`config.mk`:
```
export PLATFORM = sky130hd
export DESIGN_NAME = bip_debug_unit_flat
export DESIGN_NICKNAME = d
export VERILOG_FILES = /design/src/rtl/bip_debug_unit_if.sv /design/src/rtl/bip_debug_unit.sv /design/src/flat_wrapper.sv
export SDC_FILE = /design/constraint.sdc
export NUM_CORES = 1
export LEC_CHECK = 0
export ABC_AREA = 1
export BUFFER_PORTS_ARGS = -buffer_cell sky130_fd_sc_hd__buf_2
export CORE_ASPECT_RATIO = 0.8
export CORE_MARGIN = 10
export CORE_UTILIZATION = 54
export DETAILED_ROUTE_END_ITERATION = 6
export GPL_ROUTABILITY_DRIVEN = 1
export GPL_TIMING_DRIVEN = 0
export PLACE_DENSITY = 0.78
export SETUP_SLACK_MARGIN = 0.3
export SLEW_MARGIN = 30
export SYNTH_ARGS = -nofsm -noshare
export SYNTH_HDL_FRONTEND = slang
export SYNTH_SLANG_ARGS = --single-unit
```
`constraint.sdc`:
```
create_clock -name i_clock -period 3.5 [get_ports i_clock]
set_input_delay 0.7 -clock i_clock [delete_from_list [all_inputs] [get_ports i_clock]]
set_output_delay 0.7 -clock i_clock [all_outputs]
set_load 0.01 [all_outputs]
```
`src/rtl/bip_debug_unit_if.sv`:
```
// Signal bundle between bip_debug_unit and its UART, program memory and BIP core.
// Names keep the debug unit's i_/o_ view. The master modport is the surrounding system.
interface bip_debug_unit_if #(
  parameter int NB_DATA            = 16,
  parameter int NB_BYTE            = 8,
  parameter int LOG2_N_INSMEM_ADDR = 11
);
  logic [NB_BYTE-1:0]            i_rx_data;
  logic                          i_rx_valid;
  logic [NB_BYTE-1:0]            o_tx_data;
  logic                          o_tx_start;
  logic                          i_tx_done;
  logic [LOG2_N_INSMEM_ADDR-1:0] o_prog_addr;
  logic [NB_DATA-1:0]            o_prog_data;
  logic                          o_prog_we;
  logic                          o_bip_reset;
  logic                          o_bip_valid;
  logic                          i_bip_halt;
  logic [LOG2_N_INSMEM_ADDR-1:0] i_bip_pc;
  logic [NB_DATA-1:0]            i_bip_acc;

  modport slave (
    input  i_rx_data, i_rx_valid, i_tx_done, i_bip_halt, i_bip_pc, i_bip_acc,
    output o_tx_data, o_tx_start, o_prog_addr, o_prog_data, o_prog_we, o_bip_reset, o_bip_valid
  );

  modport master (
    output i_rx_data, i_rx_valid, i_tx_done, i_bip_halt, i_bip_pc, i_bip_acc,
    input  o_tx_data, o_tx_start, o_prog_addr, o_prog_data, o_prog_we, o_bip_reset, o_bip_valid
  );
endinterface

```
`src/rtl/bip_debug_unit.sv`:
```
// Host command sequencer for the BIP core: loads program words, runs the core to HALT,
// and reports PC/ACC/cycle count back over the UART as six big-endian bytes.
module bip_debug_unit #(
  parameter int                 NB_DATA            = 16,
  parameter int                 NB_BYTE            = 8,
  parameter int                 LOG2_N_INSMEM_ADDR = 11,
  parameter int                 NB_CYCLES          = 16,
  parameter logic [NB_BYTE-1:0] CMD_LOAD           = 8'h4C,
  parameter logic [NB_BYTE-1:0] CMD_RUN            = 8'h52
) (
  input  logic            i_clock,
  input  logic            i_reset,
  bip_debug_unit_if.slave bus
);
  localparam int NB_COUNT = 2 * NB_BYTE;

  typedef enum logic [2:0] {
    IDLE, LD_CNT_HI, LD_CNT_LO, LD_HI, LD_LO, RUN, TX_SEND, TX_WAIT
  } state_t;

  state_t                        r_state, w_state_next;
  logic [NB_BYTE-1:0]            r_hi_byte, w_hi_byte_next;
  logic [NB_COUNT-1:0]           r_word_cnt, w_word_cnt_next;
  logic [LOG2_N_INSMEM_ADDR-1:0] r_prog_addr, w_prog_addr_next;
  logic [NB_DATA-1:0]            r_prog_data, w_prog_data_next;
  logic                          r_prog_we, w_prog_we_next;
  logic                          r_bip_reset, w_bip_reset_next;
  logic                          r_bip_valid, w_bip_valid_next;
  logic [NB_CYCLES-1:0]          r_cycles, w_cycles_next;
  logic [NB_DATA-1:0]            r_pc_snap, w_pc_snap_next;
  logic [NB_DATA-1:0]            r_acc_snap, w_acc_snap_next;
  logic [NB_CYCLES-1:0]          r_cyc_snap, w_cyc_snap_next;
  logic [2:0]                    r_byte_idx, w_byte_idx_next;
  logic [NB_BYTE-1:0]            r_tx_data, w_tx_data_next;
  logic                          r_tx_start, w_tx_start_next;
  logic [NB_BYTE-1:0]            w_report_byte;
  logic [NB_COUNT-1:0]           w_rx_word;

  assign w_rx_word = {r_hi_byte, bus.i_rx_data};

  always_comb begin
    case (r_byte_idx)
      3'd0:    w_report_byte = r_pc_snap[NB_DATA-1 -: NB_BYTE];
      3'd1:    w_report_byte = r_pc_snap[NB_BYTE-1:0];
      3'd2:    w_report_byte = r_acc_snap[NB_DATA-1 -: NB_BYTE];
      3'd3:    w_report_byte = r_acc_snap[NB_BYTE-1:0];
      3'd4:    w_report_byte = r_cyc_snap[NB_CYCLES-1 -: NB_BYTE];
      default: w_report_byte = r_cyc_snap[NB_BYTE-1:0];
    endcase
  end

  always_comb begin
    w_state_next     = r_state;
    w_hi_byte_next   = r_hi_byte;
    w_word_cnt_next  = r_word_cnt;
    // The address advances after the write cycle so it stays stable while o_prog_we is high.
    w_prog_addr_next = r_prog_we ? r_prog_addr + LOG2_N_INSMEM_ADDR'(1) : r_prog_addr;
    w_prog_data_next = r_prog_data;
    w_prog_we_next   = 1'b0;
    w_cycles_next    = r_cycles;
    w_pc_snap_next   = r_pc_snap;
    w_acc_snap_next  = r_acc_snap;
    w_cyc_snap_next  = r_cyc_snap;
    w_byte_idx_next  = r_byte_idx;
    w_tx_data_next   = r_tx_data;
    w_tx_start_next  = 1'b0;
    case (r_state)
      IDLE: begin
        if (bus.i_rx_valid && (bus.i_rx_data == CMD_LOAD)) begin
          w_state_next = LD_CNT_HI;
        end else if (bus.i_rx_valid && (bus.i_rx_data == CMD_RUN)) begin
          w_state_next  = RUN;
          w_cycles_next = {NB_CYCLES{1'b0}};
        end else begin
          w_state_next = IDLE;
        end
      end
      LD_CNT_HI: begin
        if (bus.i_rx_valid) begin
          w_hi_byte_next = bus.i_rx_data;
          w_state_next   = LD_CNT_LO;
        end else begin
          w_state_next = LD_CNT_HI;
        end
      end
      LD_CNT_LO: begin
        if (bus.i_rx_valid && (w_rx_word == {NB_COUNT{1'b0}})) begin
          w_state_next = IDLE;
        end else if (bus.i_rx_valid) begin
          w_word_cnt_next  = w_rx_word;
          w_prog_addr_next = {LOG2_N_INSMEM_ADDR{1'b0}};
          w_state_next     = LD_HI;
        end else begin
          w_state_next = LD_CNT_LO;
        end
      end
      LD_HI: begin
        if (bus.i_rx_valid) begin
          w_hi_byte_next = bus.i_rx_data;
          w_state_next   = LD_LO;
        end else begin
          w_state_next = LD_HI;
        end
      end
      LD_LO: begin
        if (bus.i_rx_valid) begin
          w_prog_data_next = NB_DATA'(w_rx_word);
          w_prog_we_next   = 1'b1;
          w_word_cnt_next  = r_word_cnt - NB_COUNT'(1);
          w_state_next     = (r_word_cnt == NB_COUNT'(1)) ? IDLE : LD_HI;
        end else begin
          w_state_next = LD_LO;
        end
      end
      RUN: begin
        if (bus.i_bip_halt) begin
          w_pc_snap_next  = NB_DATA'(bus.i_bip_pc);
          w_acc_snap_next = bus.i_bip_acc;
          w_cyc_snap_next = r_cycles;
          w_byte_idx_next = 3'd0;
          w_state_next    = TX_SEND;
        end else begin
          w_cycles_next = (r_cycles == {NB_CYCLES{1'b1}}) ? r_cycles : r_cycles + NB_CYCLES'(1);
        end
      end
      TX_SEND: begin
        w_tx_data_next  = w_report_byte;
        w_tx_start_next = 1'b1;
        w_state_next    = TX_WAIT;
      end
      TX_WAIT: begin
        if (bus.i_tx_done && (r_byte_idx == 3'd5)) begin
          w_state_next = IDLE;
        end else if (bus.i_tx_done) begin
          w_byte_idx_next = r_byte_idx + 3'd1;
          w_state_next    = TX_SEND;
        end else begin
          w_state_next = TX_WAIT;
        end
      end
      default: w_state_next = IDLE;
    endcase
    // Core controls follow the state being entered so they change together with it.
    w_bip_reset_next = !((w_state_next == RUN) || (w_state_next == TX_SEND) || (w_state_next == TX_WAIT));
    w_bip_valid_next = (w_state_next == RUN);
  end

  always_ff @(posedge i_clock) begin
    if (i_reset) begin
      r_state     <= IDLE;
      r_hi_byte   <= {NB_BYTE{1'b0}};
      r_word_cnt  <= {NB_COUNT{1'b0}};
      r_prog_addr <= {LOG2_N_INSMEM_ADDR{1'b0}};
      r_prog_data <= {NB_DATA{1'b0}};
      r_prog_we   <= 1'b0;
      r_bip_reset <= 1'b1;
      r_bip_valid <= 1'b0;
      r_cycles    <= {NB_CYCLES{1'b0}};
      r_pc_snap   <= {NB_DATA{1'b0}};
      r_acc_snap  <= {NB_DATA{1'b0}};
      r_cyc_snap  <= {NB_CYCLES{1'b0}};
      r_byte_idx  <= 3'd0;
      r_tx_data   <= {NB_BYTE{1'b0}};
      r_tx_start  <= 1'b0;
    end else begin
      r_state     <= w_state_next;
      r_hi_byte   <= w_hi_byte_next;
      r_word_cnt  <= w_word_cnt_next;
      r_prog_addr <= w_prog_addr_next;
      r_prog_data <= w_prog_data_next;
      r_prog_we   <= w_prog_we_next;
      r_bip_reset <= w_bip_reset_next;
      r_bip_valid <= w_bip_valid_next;
      r_cycles    <= w_cycles_next;
      r_pc_snap   <= w_pc_snap_next;
      r_acc_snap  <= w_acc_snap_next;
      r_cyc_snap  <= w_cyc_snap_next;
      r_byte_idx  <= w_byte_idx_next;
      r_tx_data   <= w_tx_data_next;
      r_tx_start  <= w_tx_start_next;
    end
  end

  assign bus.o_tx_data   = r_tx_data;
  assign bus.o_tx_start  = r_tx_start;
  assign bus.o_prog_addr = r_prog_addr;
  assign bus.o_prog_data = r_prog_data;
  assign bus.o_prog_we   = r_prog_we;
  assign bus.o_bip_reset = r_bip_reset;
  assign bus.o_bip_valid = r_bip_valid;
endmodule

```
`src/flat_wrapper.sv`:
```
// flat-port wrapper written by rule: the top's interface ports become plain ports
module bip_debug_unit_flat 
#(
  parameter int                 NB_DATA            = 16,
  parameter int                 NB_BYTE            = 8,
  parameter int                 LOG2_N_INSMEM_ADDR = 11,
  parameter int                 NB_CYCLES          = 16,
  parameter logic [NB_BYTE-1:0] CMD_LOAD           = 8'h4C,
  parameter logic [NB_BYTE-1:0] CMD_RUN            = 8'h52
)
  (i_clock, i_reset, bus_i_rx_data, bus_i_rx_valid, bus_i_tx_done, bus_i_bip_halt, bus_i_bip_pc, bus_i_bip_acc, bus_o_tx_data, bus_o_tx_start, bus_o_prog_addr, bus_o_prog_data, bus_o_prog_we, bus_o_bip_reset, bus_o_bip_valid);
  bip_debug_unit_if #(.NB_DATA(NB_DATA), .NB_BYTE(NB_BYTE), .LOG2_N_INSMEM_ADDR(LOG2_N_INSMEM_ADDR)) bus_i ();
  input  logic i_clock;
  input  logic i_reset;
  input wire logic [$bits(bus_i.i_rx_data)-1:0] bus_i_rx_data;
  input wire logic [$bits(bus_i.i_rx_valid)-1:0] bus_i_rx_valid;
  input wire logic [$bits(bus_i.i_tx_done)-1:0] bus_i_tx_done;
  input wire logic [$bits(bus_i.i_bip_halt)-1:0] bus_i_bip_halt;
  input wire logic [$bits(bus_i.i_bip_pc)-1:0] bus_i_bip_pc;
  input wire logic [$bits(bus_i.i_bip_acc)-1:0] bus_i_bip_acc;
  output wire logic [$bits(bus_i.o_tx_data)-1:0] bus_o_tx_data;
  output wire logic [$bits(bus_i.o_tx_start)-1:0] bus_o_tx_start;
  output wire logic [$bits(bus_i.o_prog_addr)-1:0] bus_o_prog_addr;
  output wire logic [$bits(bus_i.o_prog_data)-1:0] bus_o_prog_data;
  output wire logic [$bits(bus_i.o_prog_we)-1:0] bus_o_prog_we;
  output wire logic [$bits(bus_i.o_bip_reset)-1:0] bus_o_bip_reset;
  output wire logic [$bits(bus_i.o_bip_valid)-1:0] bus_o_bip_valid;
  assign bus_i.i_rx_data = bus_i_rx_data;
  assign bus_i.i_rx_valid = bus_i_rx_valid;
  assign bus_i.i_tx_done = bus_i_tx_done;
  assign bus_i.i_bip_halt = bus_i_bip_halt;
  assign bus_i.i_bip_pc = bus_i_bip_pc;
  assign bus_i.i_bip_acc = bus_i_bip_acc;
  assign bus_o_tx_data = bus_i.o_tx_data;
  assign bus_o_tx_start = bus_i.o_tx_start;
  assign bus_o_prog_addr = bus_i.o_prog_addr;
  assign bus_o_prog_data = bus_i.o_prog_data;
  assign bus_o_prog_we = bus_i.o_prog_we;
  assign bus_o_bip_reset = bus_i.o_bip_reset;
  assign bus_o_bip_valid = bus_i.o_bip_valid;
  bip_debug_unit #(.NB_DATA(NB_DATA), .NB_BYTE(NB_BYTE), .LOG2_N_INSMEM_ADDR(LOG2_N_INSMEM_ADDR), .NB_CYCLES(NB_CYCLES), .CMD_LOAD(CMD_LOAD), .CMD_RUN(CMD_RUN)) u_core (.i_clock(i_clock), .i_reset(i_reset), .bus(bus_i));
endmodule
```
==> results of run 1 <==
==> state kept, by name (all words and copies together) (netlist names) <==
register                count
u_core.bus.o_prog_data     16
u_core.r_state              3
u_core.r_cyc_snap          16
u_core.bus.o_tx_start       1
u_core.r_pc_snap           11
u_core.r_byte_idx           3
u_core.bus.o_tx_data        8
u_core.r_word_cnt          16
u_core.bus.o_prog_addr     11
u_core.bus.o_bip_valid      1
u_core.r_hi_byte            8
u_core.r_cycles            16
u_core.bus.o_prog_we        1
u_core.bus.o_bip_reset      1
u_core.r_acc_snap          16
==> cell families after synthesis <==
group,after synthesis
buffers and inverters,121
adders and majority gates,9
DFF,128
and+or+nand+nor,433
AOI/OAI and AO/OA,203
xor gates and xnor gates,13
muxes,1
==> through the flow <==
stage               utilization  area, um^2  worst slack, ns  total power [mW]
finish                   0.6502        7432            1.404             5.011
global route             0.6502        7432            1.200             5.298
CTS                      0.6502        7432            1.452             4.990
detailed placement       0.5977        6832            1.360             3.226
global placement         0.5977        6832            1.378             3.201
floorplan                     -        6266            1.715             2.834
==> layout make-up <==
type | count | area share
plain buffers | 40 | 0.02694
clock buffers | 20 | 0.06279
clock inverters | 12 | 0.01801
inverters | 81 | 0.04125
multi-input cells | 659 | 0.4301
flip-flops and latches | 128 | 0.3448
well taps | 148 | 0.02492
repair buffers | 76 | 0.05118
==> worst min-delay path by stage <==
stage	startpoint	end	slack [ns]	cells after the start
finish	u_core.r_cyc_snap[5]	u_core.r_cyc_snap[5]	0.45	2
global route	u_core.r_cyc_snap[5]	u_core.r_cyc_snap[5]	0.48	2
detailed placement	u_core.r_cyc_snap[5]	u_core.r_cyc_snap[5]	0.45	2
global placement	u_core.r_cyc_snap[5]	u_core.r_cyc_snap[5]	0.44	2
floorplan	u_core.r_cyc_snap[5]	u_core.r_cyc_snap[5]	0.42	2
CTS	u_core.r_cyc_snap[5]	u_core.r_cyc_snap[5]	0.45	2
==> cells in the mapped netlist <==
cell type  instances  area share
o21ai_0           77       0.062
inv_4              1      0.0010
nand3_4            2      0.0056
ha_1               9       0.018
buf_2              7      0.0056
nor3b_1            2      0.0024
or2_2              1      0.0010
xor2_1             8       0.011
o21ai_1            1     0.00080
o21bai_1           7      0.0084
inv_2              5      0.0030
nand2_2            6      0.0060
o21a_1             4      0.0048
clkbuf_1          24       0.014
o2111ai_1          4      0.0056
a21oi_1          103       0.082
buf_4              3      0.0036
nor3_1             4      0.0032
nand3b_4           1      0.0032
nor3_2             1      0.0016
nand2_1          201        0.12
nand2_4            1      0.0018
clkinv_1           2      0.0012
a211oi_1           2      0.0024
a21oi_2            1      0.0014
buf_6              4      0.0072
nand3_1           86       0.069
inv_1             73       0.044
a21boi_0           1      0.0012
nand3b_1           1      0.0012
dfxtp_1          128        0.41
nand4_1           10       0.010
nor2_2             9      0.0090
o22ai_1            2      0.0020
mux2i_1            1      0.0016
nor2_4             2      0.0036
a31oi_1            1      0.0010
nor2_1           106       0.063
xnor2_1            5      0.0070
buf_1              2      0.0012
==> routing by layer <==
| layer | share of wire | GRT usage |
|---|---|---|
| met5 | 0 | 0 |
| met2 | 0.41 | 0.3113 |
| met1 | 0.48 | 0.3157 |
| met4 | 0.013 | 0.06525 |
| met3 | 0.099 | 0.05729 |
==> power groups by stage <==
stage | combinational (mW) | sequential (mW) | clock, mW
global placement | 1.48 | 1.72 | 0
detailed placement | 1.51 | 1.72 | 0
CTS | 1.52 | 1.69 | 1.78
global route | 1.74 | 1.70 | 1.85
floorplan | 1.13 | 1.71 | 0
finish | 1.55 | 1.69 | 1.77
==> tightest hold or removal path: cells and delay by family, from the launching register on <==
family	cells	cell delay, ns
buffers and inverters	1	0.06
DFF	1	0.29
AOI/OAI and AO/OA	1	0.05
==> run metrics, run 1 <==
Detail Route Antenna Nets=0; largest net degree at the start of global routing=17; register area share after synthesis=0.4089; number of global-route vias before repair=between 5,000 and 6,000; power density cells=674.3 mW/mm^2; WP data arrival=between 2 and 2.5 ns; Reg area=approximately 0.0026 mm^2; area occupied by multi-input gates=0.003197 mm^2; Final Slew Violations=0; Switching Fraction=0.3619; critical-path maximum fanout=9; combinational family with the most area after synthesis=simple AND/OR/NAND/NOR gates; status=finished clean; final setup fails=0; relative slew slack=0.5806; Clock Sinks=128; IO Port Bufs=76; GRT Residual Overflow=0; Worst Setup SP=u_core.r_byte_idx[2]; Least-Margin Pin Slew=about 0.63 ns; Vias/cell=5.493; most common cell after layout, fill and taps aside=nand2_1; DIE WIDTH=between 100 and 150 um; CP top delay family=buffers and inverters; CTS Hold Buffers Added=0; clock buffer depth=2; slowest cell on the critical path=dfxtp_1; # H-tree levels=4; final hold vios=0; Die Height=between 100 and 150 um; Reg clk slew, reported paths=approximately 0.06 ns; post-synthesis adder-cell area fraction=0.01797; core area=0.01143 mm^2; nets@finish=approximately 1,100; Hold Path Class=flop to flop; Lkg Pwr=approximately 3 nW; crit end category=flop; CP Class=flop to flop; vias=6,394; slowest stage delay, CP=between 0.3 and 0.4 ns; Final Non-Filler Cells=roughly 1,200; setup TNS=0 ns; CP startpoint kind=flop; Crit. path cell count=9; synth warn=0; commonest non-fill, non-tap cells in the layout=nand2_1, dfxtp_1, nor2_1, a21oi_1, nand3_1; clk_lat worst skew=0.42 ns; CTS Root Cell=clkbuf_16; Wirelength per Cell=15.48 um; final period utilization=0.5989; Synth cell types=40; Synth Area in Compound Gates=0.1713; Syn-to-layout area delta=18.61%; max-cap viol count=0; PostCTS Resize Cnt=0; mux cell area share after synthesis=0.001597; Synth Area in XOR/XNOR=0.01817; Top Ports=79; Clock Power Share=0.353; initial antenna violation count=0; Placed Cells=about 1,100; drt first-iter violations=~610; crit-path cells=inv_1, ha_1, clkbuf_1, nor2_1, nand2_1, inv_1, a21oi_1, o21ai_0, a21oi_1; reg-to-reg endpoint=u_core.bus.o_tx_data[1]; FILL cells=1,025; first-pass GRT wire length=about 30 mm; R2R Setup Slk=~1.4 ns; final hold slack=0.4536 ns; reg2reg path depth=9; total die area=around 0.016 mm^2; Yosys reg bits=between 100 and 150; WL final=approximately 18 mm; Cells after Synth=about 900; Data required, critical path=roughly 3.8 ns; Int Power=between 3 and 4 mW; achievable clock frequency=~480 MHz; drc violations=0; Rows=35; Simple-Gate Fraction of Synth Area=0.3011; global placer's final weighted congestion=0.9400; TritonCTS clock tree=built; Sequential Power Share=0.337; RSZ-0062 raised after global routing=false; Logic pwr share=0.309; Worst Skew=0.009337 ns; drt pass-1 iters=5; Starting Density=0.5482; # diodes=0; post-synth net total=957; Syn Std Cell Area=between 0.006 and 0.007 mm^2; GRT Total Usage=0.2190; Final HPWL DP=13.18 mm; sw power=~1.8 mW; Mapped Avg Cell Area=6.901 um^2; post-CTS setup buffers=0; CP Buf/Inv Count=3; CP endpoint=u_core.bus.o_tx_data[1]; worst r2r src=u_core.r_byte_idx[2]; TritonCTS Buffers=17; Min Clock Period, post-route=around 2.1 ns; ratio of cells with drive above 1 in the final layout=0.1496; Worst VDD drop=approximately 0.00045 V
Power figures use the tool's default switching activity.
==> inputs of run 2 (changes only) <==
clock period = 2.13 ns   (was 3.5 ns; I/O delays follow)
==> run 2 against run 1 <==
  * Clock power rose by 64%
  * Setup slack got worse by 1.0 ns
  * Highest routed layer unchanged
  * Register-to-register slack lost 1.0 ns
  * Final cell count barely moved
  * Die area is the same
  * Combinational power up 67%
  * Non-clock buffer count up 1
  * Maximum frequency rose by 21%
  * Flip-flop and latch count stayed put
  * Critical path depth grew 1
  * Sequential power rose by 65%
==> run metrics, run 2 (synthesized netlist as in run 1, its figures left out) <==
max-cap viol count=0; Post-DP Area=0.006832 mm^2; Data required, critical path=between 2 and 2.5 ns; slowest cell on the critical path=dfxtp_1; cell area after layout=about 0.0075 mm^2; R2R Setup Slk=between 0.4 and 0.5 ns; CTS Root Cell=clkbuf_16; Lkg Pwr=3.015 nW; clk_lat worst skew=roughly 0.42 ns; status=finished clean; Rows=35; WL final=around 18 mm; Starting Density=0.5482; Final HPWL DP=about 13 mm; Setup WS post-layout=approximately 0.40 ns; Reg clk slew, reported paths=approximately 0.060 ns; area occupied by multi-input gates=~0.0032 mm^2; power density cells=roughly 1100 mW/mm^2; TritonCTS clock tree=built; achievable clock frequency=578.2 MHz; FILL cells=just over 1,000; ratio of cells with drive above 1 in the final layout=0.1613; drc violations=0; Worst Skew=around 0.009 ns; clock buffer depth=2; crit end category=flop; Min Clock Period, post-route=between 1.5 and 2 ns; GRT Total Usage=0.2192; total die area=around 0.016 mm^2; slowest stage delay, CP=between 0.3 and 0.4 ns; relative slew slack=0.5723; RSZ-0062 raised after global routing=true; crit-path cells=ha_2, nand2_1, nor2_4, nand3_2, clkinv_1, nand2_2, nand3_4, buf_6, nand2_1, a21oi_1; Final Non-Filler Cells=1,165; global placer's final weighted congestion=~0.94; DIE WIDTH=about 140 um; final setup fails=0; drt first-iter violations=597; Die Height=approximately 120 um; TritonCTS Buffers=17; Clock Sinks=128; Worst VDD drop=0.0007431 V; Wirelength per Cell=roughly 16 um; GRT Residual Overflow=0; # diodes=0; final hold vios=0; initial antenna violation count=0; CTS Hold Buffers Added=0; setup TNS=0 ns; first-pass GRT wire length=~30 mm; Reg area=~0.0026 mm^2; vias=6,440; Detail Route Antenna Nets=0; CP startpoint kind=flop; critical-path maximum fanout=10; CP Class=flop to flop; Top Ports=between 70 and 80; Least-Margin Pin Slew=between 0.6 and 0.7 ns; drt pass-1 iters=5; Placed Cells=1,132; largest net degree at the start of global routing=17; Syn-to-layout area delta=19.47%; # H-tree levels=4; WP data arrival=about 2.1 ns; commonest non-fill, non-tap cells in the layout=nand2_1, dfxtp_1, nor2_1, a21oi_1, nand3_1; nets@finish=1,053; Final Slew Violations=0; core area=about 0.011 mm^2; setup slack at placement=between 0.15 and 0.2 ns; final total power=8.289 mW; Top cell by count, worst path=nand2_1; Vias/cell=about 5.5; IO Port Bufs=between 70 and 80; number of global-route vias before repair=roughly 5,800; most common cell after layout, fill and taps aside=nand2_1; Hold Path Class=primary input to flop; final period utilization=0.8120
-- run 2: cell count changes in the layout (fill, tap and decap cells not counted), moves of 2 or more --
cell     before  now
nand2_2       6    8
nor2_1      106  104
dfxtp_1     128  126
inv_1        73   71
nand2_1     201  199
inv_2         5    7
nor2_4        2    5
-- run 2: metal layers --
layer	global-route usage	up-vias	wire length, um
met5	0	-	0
met4	0.06525	0	222
met3	0.05729	23	1850
met2	0.3113	268	7427
met1	0.3162	2966	8688
li1	-	3183	-
-- run 2: metrics by stage --
step,util,hold WS [ns]
floorplan,-,0.4245
global placement,0.5977,0.4403
detailed placement,0.5977,0.4470
CTS,0.6517,0.2641
global route,0.6550,0.2823
finish,0.6550,0.2654
-- run 2: final timing paths --
path | depth (start not counted) | start | to
worst max register to register | 10 | u_core.r_cycles[1] | u_core.r_cycles[13]
worst min-delay path | 3 | bus_i_bip_acc[2] | u_core.r_acc_snap[2]
worst min register to register | 2 | u_core.r_cyc_snap[5] | u_core.r_cyc_snap[5]
worst max-delay path | 10 | u_core.r_cycles[1] | u_core.r_cycles[13]
-- run 2: area by class of cell --
type / count / share of cell area
timing repair buffer: 77 / 0.05181
multi-input combinational: 659 / 0.4324
clock buffer: 20 / 0.06234
inverter: 81 / 0.04095
sequential: 128 / 0.3430
buffer: 40 / 0.02691
tap: 148 / 0.02474
clock inverter: 12 / 0.01788
-- run 2: repair_timing --
item / CTS / global route
cloned: 0 / 0
setup buffers: 0 / 1
endpoints found under the setup margin: 18 / 23
gates resized for setup: 6 / 11
pin swaps: 0 / 1
-- run 2: critical path: cells and delay by family (launching register included) --
family | cells | cell delay (ns)
AOI/OAI and AO/OA | 1 | 0.15
buffers and inverters | 2 | 0.24
DFF | 1 | 0.39
adders and majority gates | 1 | 0.24
and+or+nand+nor | 6 | 0.63
-- run 2: power by group --
part	internal [mW]	leakage (nW)	total, mW	switching, mW
registers	2.61	1.03	2.79	0.175
clock network	1.81	0.281	2.91	1.09
logic	0.847	1.70	2.59	1.75
total	5.27	3.01	8.29	3.02
